File: src/rtl/multicycle_control_if.sv
// Control bundle between the multicycle main controller and the datapath:
// opcode and memory handshake in, mux selects and write enables out.
interface multicycle_control_if;
  logic [5:0] Op;
  logic       mem_ready;
  logic       PCWrite;
  logic       PCWriteCond;
  logic       IorD;
  logic       MemRead;
  logic       MemWrite;
  logic       MemtoReg;
  logic       IRWrite;
  logic       RegWrite;
  logic       RegDst;
  logic       ALUSrcA;
  logic [1:0] ALUOp;
  logic [1:0] ALUSrcB;
  logic [1:0] PCSource;
  logic       illegal_op;
  logic [3:0] state;

  modport master (
    input  Op, mem_ready,
    output PCWrite, PCWriteCond, IorD, MemRead, MemWrite, MemtoReg, IRWrite,
           RegWrite, RegDst, ALUSrcA, ALUOp, ALUSrcB, PCSource, illegal_op, state
  );

  modport slave (
    output Op, mem_ready,
    input  PCWrite, PCWriteCond, IorD, MemRead, MemWrite, MemtoReg, IRWrite,
           RegWrite, RegDst, ALUSrcA, ALUOp, ALUSrcB, PCSource, illegal_op, state
  );
endinterface

File: src/rtl/multicycle_control.sv
// Main control FSM of the multicycle datapath: fetch/decode/execute/memory/
// writeback sequencing with memory-ready stalls and illegal opcode flagging.
module multicycle_control (
  input  logic clk,
  input  logic reset,
  multicycle_control_if.master bus
);

  typedef enum logic [3:0] {
    S_FETCH  = 4'd0,
    S_DECODE = 4'd1,
    S_MEMADR = 4'd2,
    S_MEMRD  = 4'd3,
    S_MEMWB  = 4'd4,
    S_MEMWR  = 4'd5,
    S_EXEC   = 4'd6,
    S_ALUWB  = 4'd7,
    S_BRANCH = 4'd8,
    S_JUMP   = 4'd9,
    S_ADDIEX = 4'd10,
    S_ADDIWB = 4'd11
  } state_t;

  localparam logic [5:0] OP_RTYPE = 6'b000000;
  localparam logic [5:0] OP_LW    = 6'b100011;
  localparam logic [5:0] OP_SW    = 6'b101011;
  localparam logic [5:0] OP_BEQ   = 6'b000100;
  localparam logic [5:0] OP_J     = 6'b000010;
  localparam logic [5:0] OP_ADDI  = 6'b001000;

  state_t state_q, state_d;
  logic   op_legal;

  always_ff @(posedge clk or posedge reset) begin
    if (reset) state_q <= S_FETCH;
    else       state_q <= state_d;
  end

  always_comb begin
    op_legal = (bus.Op == OP_RTYPE) || (bus.Op == OP_LW) || (bus.Op == OP_SW) ||
               (bus.Op == OP_BEQ)   || (bus.Op == OP_J)  || (bus.Op == OP_ADDI);
  end

  always_comb begin
    state_d = S_FETCH;
    case (state_q)
      S_FETCH:  state_d = bus.mem_ready ? S_DECODE : S_FETCH;
      S_DECODE: begin
        case (bus.Op)
          OP_RTYPE:     state_d = S_EXEC;
          OP_LW, OP_SW: state_d = S_MEMADR;
          OP_BEQ:       state_d = S_BRANCH;
          OP_J:         state_d = S_JUMP;
          OP_ADDI:      state_d = S_ADDIEX;
          default:      state_d = S_FETCH;
        endcase
      end
      S_MEMADR: begin
        if (bus.Op == OP_SW)      state_d = S_MEMWR;
        else if (bus.Op == OP_LW) state_d = S_MEMRD;
        else                      state_d = S_FETCH;
      end
      S_MEMRD:  state_d = bus.mem_ready ? S_MEMWB : S_MEMRD;
      S_MEMWR:  state_d = bus.mem_ready ? S_FETCH : S_MEMWR;
      S_EXEC:   state_d = S_ALUWB;
      S_ADDIEX: state_d = S_ADDIWB;
      default:  state_d = S_FETCH;
    endcase
  end

  // Reset gates every output so nothing is written while the machine is held.
  always_comb begin
    bus.PCWrite     = 1'b0;
    bus.PCWriteCond = 1'b0;
    bus.IorD        = 1'b0;
    bus.MemRead     = 1'b0;
    bus.MemWrite    = 1'b0;
    bus.MemtoReg    = 1'b0;
    bus.IRWrite     = 1'b0;
    bus.RegWrite    = 1'b0;
    bus.RegDst      = 1'b0;
    bus.ALUSrcA     = 1'b0;
    bus.ALUOp       = 2'b00;
    bus.ALUSrcB     = 2'b00;
    bus.PCSource    = 2'b00;
    bus.illegal_op  = 1'b0;
    bus.state       = reset ? 4'd0 : state_q;
    if (!reset) begin
      case (state_q)
        S_FETCH: begin
          bus.MemRead = 1'b1;
          bus.ALUSrcB = 2'b01;
          bus.IRWrite = bus.mem_ready;
          bus.PCWrite = bus.mem_ready;
        end
        S_DECODE: begin
          bus.ALUSrcB    = 2'b11;
          bus.illegal_op = !op_legal;
        end
        S_MEMADR, S_ADDIEX: begin
          bus.ALUSrcA = 1'b1;
          bus.ALUSrcB = 2'b10;
        end
        S_MEMRD: begin
          bus.MemRead = 1'b1;
          bus.IorD    = 1'b1;
        end
        S_MEMWB: begin
          bus.MemtoReg = 1'b1;
          bus.RegWrite = 1'b1;
        end
        S_MEMWR: begin
          bus.MemWrite = 1'b1;
          bus.IorD     = 1'b1;
        end
        S_EXEC: begin
          bus.ALUSrcA = 1'b1;
          bus.ALUOp   = 2'b10;
        end
        S_ALUWB: begin
          bus.RegDst   = 1'b1;
          bus.RegWrite = 1'b1;
        end
        S_BRANCH: begin
          bus.ALUSrcA     = 1'b1;
          bus.ALUOp       = 2'b01;
          bus.PCWriteCond = 1'b1;
          bus.PCSource    = 2'b01;
        end
        S_JUMP: begin
          bus.PCWrite  = 1'b1;
          bus.PCSource = 2'b10;
        end
        S_ADDIWB: bus.RegWrite = 1'b1;
        default: ;
      endcase
    end
  end

endmodule
File: src/flat_wrapper.sv
// flat-port wrapper written by rule: the top's interface ports become plain ports
module multicycle_control_flat 
  (clk, reset, bus_Op, bus_mem_ready, bus_PCWrite, bus_PCWriteCond, bus_IorD, bus_MemRead, bus_MemWrite, bus_MemtoReg, bus_IRWrite, bus_RegWrite, bus_RegDst, bus_ALUSrcA, bus_ALUOp, bus_ALUSrcB, bus_PCSource, bus_illegal_op, bus_state);
  multicycle_control_if bus_i ();
  input  logic clk;
  input  logic reset;
  input wire logic [$bits(bus_i.Op)-1:0] bus_Op;
  input wire logic [$bits(bus_i.mem_ready)-1:0] bus_mem_ready;
  output wire logic [$bits(bus_i.PCWrite)-1:0] bus_PCWrite;
  output wire logic [$bits(bus_i.PCWriteCond)-1:0] bus_PCWriteCond;
  output wire logic [$bits(bus_i.IorD)-1:0] bus_IorD;
  output wire logic [$bits(bus_i.MemRead)-1:0] bus_MemRead;
  output wire logic [$bits(bus_i.MemWrite)-1:0] bus_MemWrite;
  output wire logic [$bits(bus_i.MemtoReg)-1:0] bus_MemtoReg;
  output wire logic [$bits(bus_i.IRWrite)-1:0] bus_IRWrite;
  output wire logic [$bits(bus_i.RegWrite)-1:0] bus_RegWrite;
  output wire logic [$bits(bus_i.RegDst)-1:0] bus_RegDst;
  output wire logic [$bits(bus_i.ALUSrcA)-1:0] bus_ALUSrcA;
  output wire logic [$bits(bus_i.ALUOp)-1:0] bus_ALUOp;
  output wire logic [$bits(bus_i.ALUSrcB)-1:0] bus_ALUSrcB;
  output wire logic [$bits(bus_i.PCSource)-1:0] bus_PCSource;
  output wire logic [$bits(bus_i.illegal_op)-1:0] bus_illegal_op;
  output wire logic [$bits(bus_i.state)-1:0] bus_state;
  assign bus_i.Op = bus_Op;
  assign bus_i.mem_ready = bus_mem_ready;
  assign bus_PCWrite = bus_i.PCWrite;
  assign bus_PCWriteCond = bus_i.PCWriteCond;
  assign bus_IorD = bus_i.IorD;
  assign bus_MemRead = bus_i.MemRead;
  assign bus_MemWrite = bus_i.MemWrite;
  assign bus_MemtoReg = bus_i.MemtoReg;
  assign bus_IRWrite = bus_i.IRWrite;
  assign bus_RegWrite = bus_i.RegWrite;
  assign bus_RegDst = bus_i.RegDst;
  assign bus_ALUSrcA = bus_i.ALUSrcA;
  assign bus_ALUOp = bus_i.ALUOp;
  assign bus_ALUSrcB = bus_i.ALUSrcB;
  assign bus_PCSource = bus_i.PCSource;
  assign bus_illegal_op = bus_i.illegal_op;
  assign bus_state = bus_i.state;
  multicycle_control u_core (.clk(clk), .reset(reset), .bus(bus_i));
endmodule
File: config.mk
export PLATFORM = sky130hd
export DESIGN_NAME = multicycle_control_flat
export DESIGN_NICKNAME = d
export VERILOG_FILES = /design/src/rtl/multicycle_control_if.sv /design/src/rtl/multicycle_control.sv /design/src/flat_wrapper.sv
export SDC_FILE = /design/constraint.sdc
export NUM_CORES = 1
export LEC_CHECK = 0
export CAP_MARGIN = 20
export CORE_AREA = 2 2 39 41
export DETAILED_ROUTE_END_ITERATION = 8
export DIE_AREA = 0 0 41 43
export DONT_BUFFER_PORTS = 1
export SYNTH_ARGS = -nofsm -noshare
export SYNTH_HDL_FRONTEND = slang
export SYNTH_SLANG_ARGS = --single-unit
File: constraint.sdc
create_clock -name clk -period 3.22 [get_ports clk]
set_clock_uncertainty 0.15 [all_clocks]
set_input_delay 0.322 -clock clk [delete_from_list [all_inputs] [get_ports clk]]
set_output_delay 0.322 -clock clk [all_outputs]
set_load 0.02 [all_outputs]
---- After elaboration in Yosys (flattened, before gate mapping) ----
Index checks and enable logic that the tools add are counted.
cells by class
  equal/unequal tests ..................... 16
  mux-type cells .......................... 36
  reduce and logical (&&, ||, !) cells .... 14
operators by type and width
  operator            number
  $pmux 4 s7          1
  $mux 1              22
  $pmux 4 s5          1
  $eq 4x3->1 const B  4
  $eq 4x4->1 const B  4
  $eq 6x6->1 const B  2
  $eq 4x2->1 const B  2
  $mux 2              4
  $mux 4              2
  $pmux 2 s2          2
  $reduce_or 2->1     4
  $eq 6x2->1 const B  1
  $eq 6x3->1 const B  1
  $eq 6x4->1 const B  1
  $logic_not 6->1     1
  $mux 3              2
  $pmux 2 s3          1
  $logic_or 1x1->1    5
  $eq 4x1->1 const B  1
  $logic_not 4->1     1
  $reduce_or 4->1     1
  $reduce_or 3->1     1
  $pmux 1 s2          1
  $logic_not 1->1     1
storage, ports and cells
  register bits after elaboration ......... 4
  bits of input ports ..................... 9
  output and inout bits ................... 21
  logic and storage cells ................. 67

---- Logic depth before layout (Yosys ltp) ----
  depth after elaboration ................. 9
  gate-level depth with buffers ........... 5
  depth with buffers taken out ............ 4

---- Worst setup path before layout ----
OpenSTA, ideal clock, no wires.
  path type ............................... register to output
  start point ............................. register u_core.state_q[2]
  end point ............................... output bus_ALUSrcA
  data arrival time ....................... 1786 ps
  required time ........................... 2748 ps
  path slack .............................. 962 ps
  stages on the path, launching flop included .. 4
  path through ............................ dfrtp_1 -> buf_6 -> clkbuf_1 -> a2111oi_0
on the way
  word-level cells in the longest chain between the ends .. 4
ends and longest elaborated chain
  what                                line                      source
  from (decl)                         multicycle_control.sv:31  state_t state_q, state_d;
  from (signal assigned)              multicycle_control.sv:36  else state_q <= state_d;
  $eq 4x3->1 (tied with other cells)  multicycle_control.sv:89  case (state_q)
  $reduce_or 4->1 (no source line) *  --
  $mux 1 *                            multicycle_control.sv:89
  $mux 1 *                            multicycle_control.sv:88  if (!reset) begin
  to (decl)                           flat_wrapper.sv:18        output wire logic [$bits(bus_i.ALUSrcA)-1:0] bus_ALUSrcA;
Every way passes the cells marked *; elsewhere a longest branch is shown, timed or not.

---- Worst setup path after layout ----
  start point ............................. register u_core.state_q[3]
  end point ............................... output bus_PCWrite
on the way
  word-level cells in the longest chain between the ends .. 3
ends and longest elaborated chain
  what                                                  line                      source
  $eq 4x4->1 / $logic_not 4->1 (equally long branches)  multicycle_control.sv:89
  $pmux 1 s2 *                                          multicycle_control.sv:89
  $mux 1 *                                              multicycle_control.sv:88
  to (decl)                                             flat_wrapper.sv:9         output wire logic [$bits(bus_i.PCWrite)-1:0] bus_PCWrite;
Marks and branches as above.

==> flow_summary.yaml <==
logic_synthesis:
  ys_warn_count: 0
  ys_ff_latch: 4
  synthCells: 86
  ys.flop_type: "dfrtp_1"
  synth-seq-area-share: 0.175
  synthDistinctLibCells: 33
  synth_edf_count: 0
  syn_avg_cell_area_sq_um: 6.66
  netlist_area_sq_um: 573
  async_flop_share: 1.00
  syn-num-nets: 95
clock_network:
  post_cts_buffers: 0
  cts_buffers: 3
  cts.clk_slew.worst_paths_ns: 0.04
  clockBufferDepth: 2
  cts_tree: "done"
  clk_latency_ns: 0.24
  htreeDepth: 1
  clock-sinks: 4
  clock-root-buffer: "clkbuf_4"
final_layout:
  layout-drive-gt1-share: 0.106
  final_util: 0.438
  largest_registers: "u_core.state_q: 4 flops"
  syn_to_final_growth_pct: 5.68
  regMostFlops: "u_core.state_q"
  mostFrequentLayoutCells: "nor2_1, nor3_1, nand2_1, and3_1, nor2b_1"
  mostFrequentLayoutCell: "nor2_1"
  num_antenna_cells: 0
  largest_reg_flops: 4
  nNetsFinal: 96
detailed_routing:
  drt-initial-drc-count: 16
  finalWirelength_mm: 1.35
  drc_errors: 0
  first_pass_iters: 4
  final_antenna_net_count: 0
  vias: 625
  drt-vias-per-instance: 6.19
  wl_per_cell_um: 13.3
power_and_ir_drop:
  vdd_drop_max_v: 0.000166
  p_leak_nw: 0.250
  p_switching_mw: 0.0574
  p_sw_frac: 0.338
  power_density_mw_per_mm2: 280
  power_frac_seq: 0.353
  combPwrFrac: 0.272
  clockPowerShare: 0.375
  intPower_mw: 0.112
global_route:
  grt_use_total: 0.169
  grt_pass1_wl_mm: 2.08
  grt-ovfl-total: 0
  antenna_found_initial: 0
  first_global_vias: 506
  grt_max_degree: 20
sta:
  relSlewSlack: 0.413
  slew_viol_final: 0
  tns_ns: 0
  max_freq_ghz: 0.454
  setup-violations-final: 0
  worst_pin_slew_ns: 0.873
  rsz0062_at_grt: "no"
  finalCritPeriodShare: 0.685
  hold_violations: 0
  layout_min_cycle_time_ns: 2.20
place:
  routabilityCongestion: 0.784
  portBuffers: 0
  dpl.hpwl_um: 983
setup_path:
  required_ns: 2.75
  worstRegToRegCells: 4
  cp-end-kind: "output port"
  worstSetupStartpointType: "flop"
  worstSetupPathType: "reg -> out"
  cp.arrival_ns: 1.73
  cp_max_fo: 18
status:
  status: "finished clean"
min_path:
  hold_path_class: "in -> reg"
  worstHoldPathCells: 1
floorplanning:
  coreArea_sq_mm: 0.00138
  ios: 30
  die_w_um: 41
  num_rows: 14
  die_y_um: 43
  die_area_sq_mm: 0.00176
  floorplan.initialDensity: 0.414
flow_run:
  cap_violations: 0
[cells in the mapped netlist (2+ instances only)]
cell type / number / area share
inv_1: 3 / 0.020
a31oi_1: 2 / 0.022
nand2b_1: 3 / 0.033
nand2_1: 6 / 0.039
clkbuf_1: 4 / 0.026
buf_2: 2 / 0.017
a21oi_1: 4 / 0.035
xor2_1: 2 / 0.031
o21ai_0: 4 / 0.035
nor4b_1: 2 / 0.031
nor3_1: 6 / 0.052
dfrtp_1: 4 / 0.17
nor2_1: 10 / 0.066
nor2b_1: 5 / 0.055
nor4_1: 3 / 0.033
nand3_1: 4 / 0.035
and3_1: 6 / 0.066
[stage by stage]
stage                     cell area [sq um]  setup WS (ns)  total power [mW]  std cells  hold slack, ns
after global routing                    606          0.825             0.180        101          0.0826
after floorplan                         573          0.962            0.0992         86           0.148
after CTS                               606           1.02             0.169        101          0.0742
final                                   606           1.02             0.170        101          0.0697
after global placement                  573           1.29             0.106         97         -0.0531
after detailed placement                573           1.27             0.106         97         -0.0513
[critical path: stages (launching register included)]
cell,delay [ns]
dfrtp_1,0.55
nor3_1,0.21
a21oi_1,0.06
nor4_1,0.68
[routing by layer]
metal  vias to the layer above  part of all wire  global-route usage  routed length (um)
met5                         -                 0                   0                   0
met4                         0             0.010              0.0800                  14
met3                         2             0.064              0.0262                  86
met2                        23              0.47               0.231                 637
met1                       286              0.45               0.249                 606
li1                        314                 -                   -                   -
[cells by family (layout without fill, tap and decap cells)]
| kind of cell | count (synthesis) | count (layout) | synth area share |
|---|---|---|---|
| simple gates | 52 | 52 | 0.502 |
| compound gates | 17 | 17 | 0.197 |
| buf+inv | 11 | 10 | 0.0961 |
| flops | 4 | 4 | 0.175 |
| xor+xnor | 2 | 2 | 0.0306 |
[final timing paths]
check / from / to / slack, ns
worst max-delay path: u_core.state_q[3]$_DFF_PP0_ / bus_PCWrite / 1.02
worst min-delay path: bus_Op[3] / u_core.state_q[1]$_DFF_PP0_ / 0.07
worst max register to register: u_core.state_q[1]$_DFF_PP0_ / u_core.state_q[0]$_DFF_PP0_ / 1.48
worst min register to register: u_core.state_q[3]$_DFF_PP0_ / u_core.state_q[0]$_DFF_PP0_ / 0.67
max in group asynchronous: reset / u_core.state_q[1]$_DFF_PP0_ / 2.51
min in group asynchronous: reset / u_core.state_q[0]$_DFF_PP0_ / 0.27
[power by group through the flow]
stage	sequential, mW	combinational (mW)	clock [mW]
5_1_grt	0.0612	0.0521	0.0666
3_3_place_gp	0.0606	0.0452	0
4_1_cts	0.0600	0.0465	0.0629
6_report	0.0599	0.0462	0.0636
2_1_floorplan	0.0550	0.0441	0
3_5_place_dp	0.0606	0.0454	0
[timing repair]
item                      4_1_cts  5_1_grt
hold buffers                    1        0
hold endpoints to repair        4        0
gates resized for setup         0        0
[cell type report]
| cell class | count | area [sq um] |
|---|---|---|
| sequential | 4 | 100 |
| clock buffer | 3 | 22.5 |
| multi-input combinational | 71 | 419 |
| tap | 16 | 20.0 |
| fill | 147 | 778 |
| timing repair buffer | 4 | 32.5 |
| inverter | 3 | 11.3 |
Note: power is estimated with default switching activity, not from simulation.
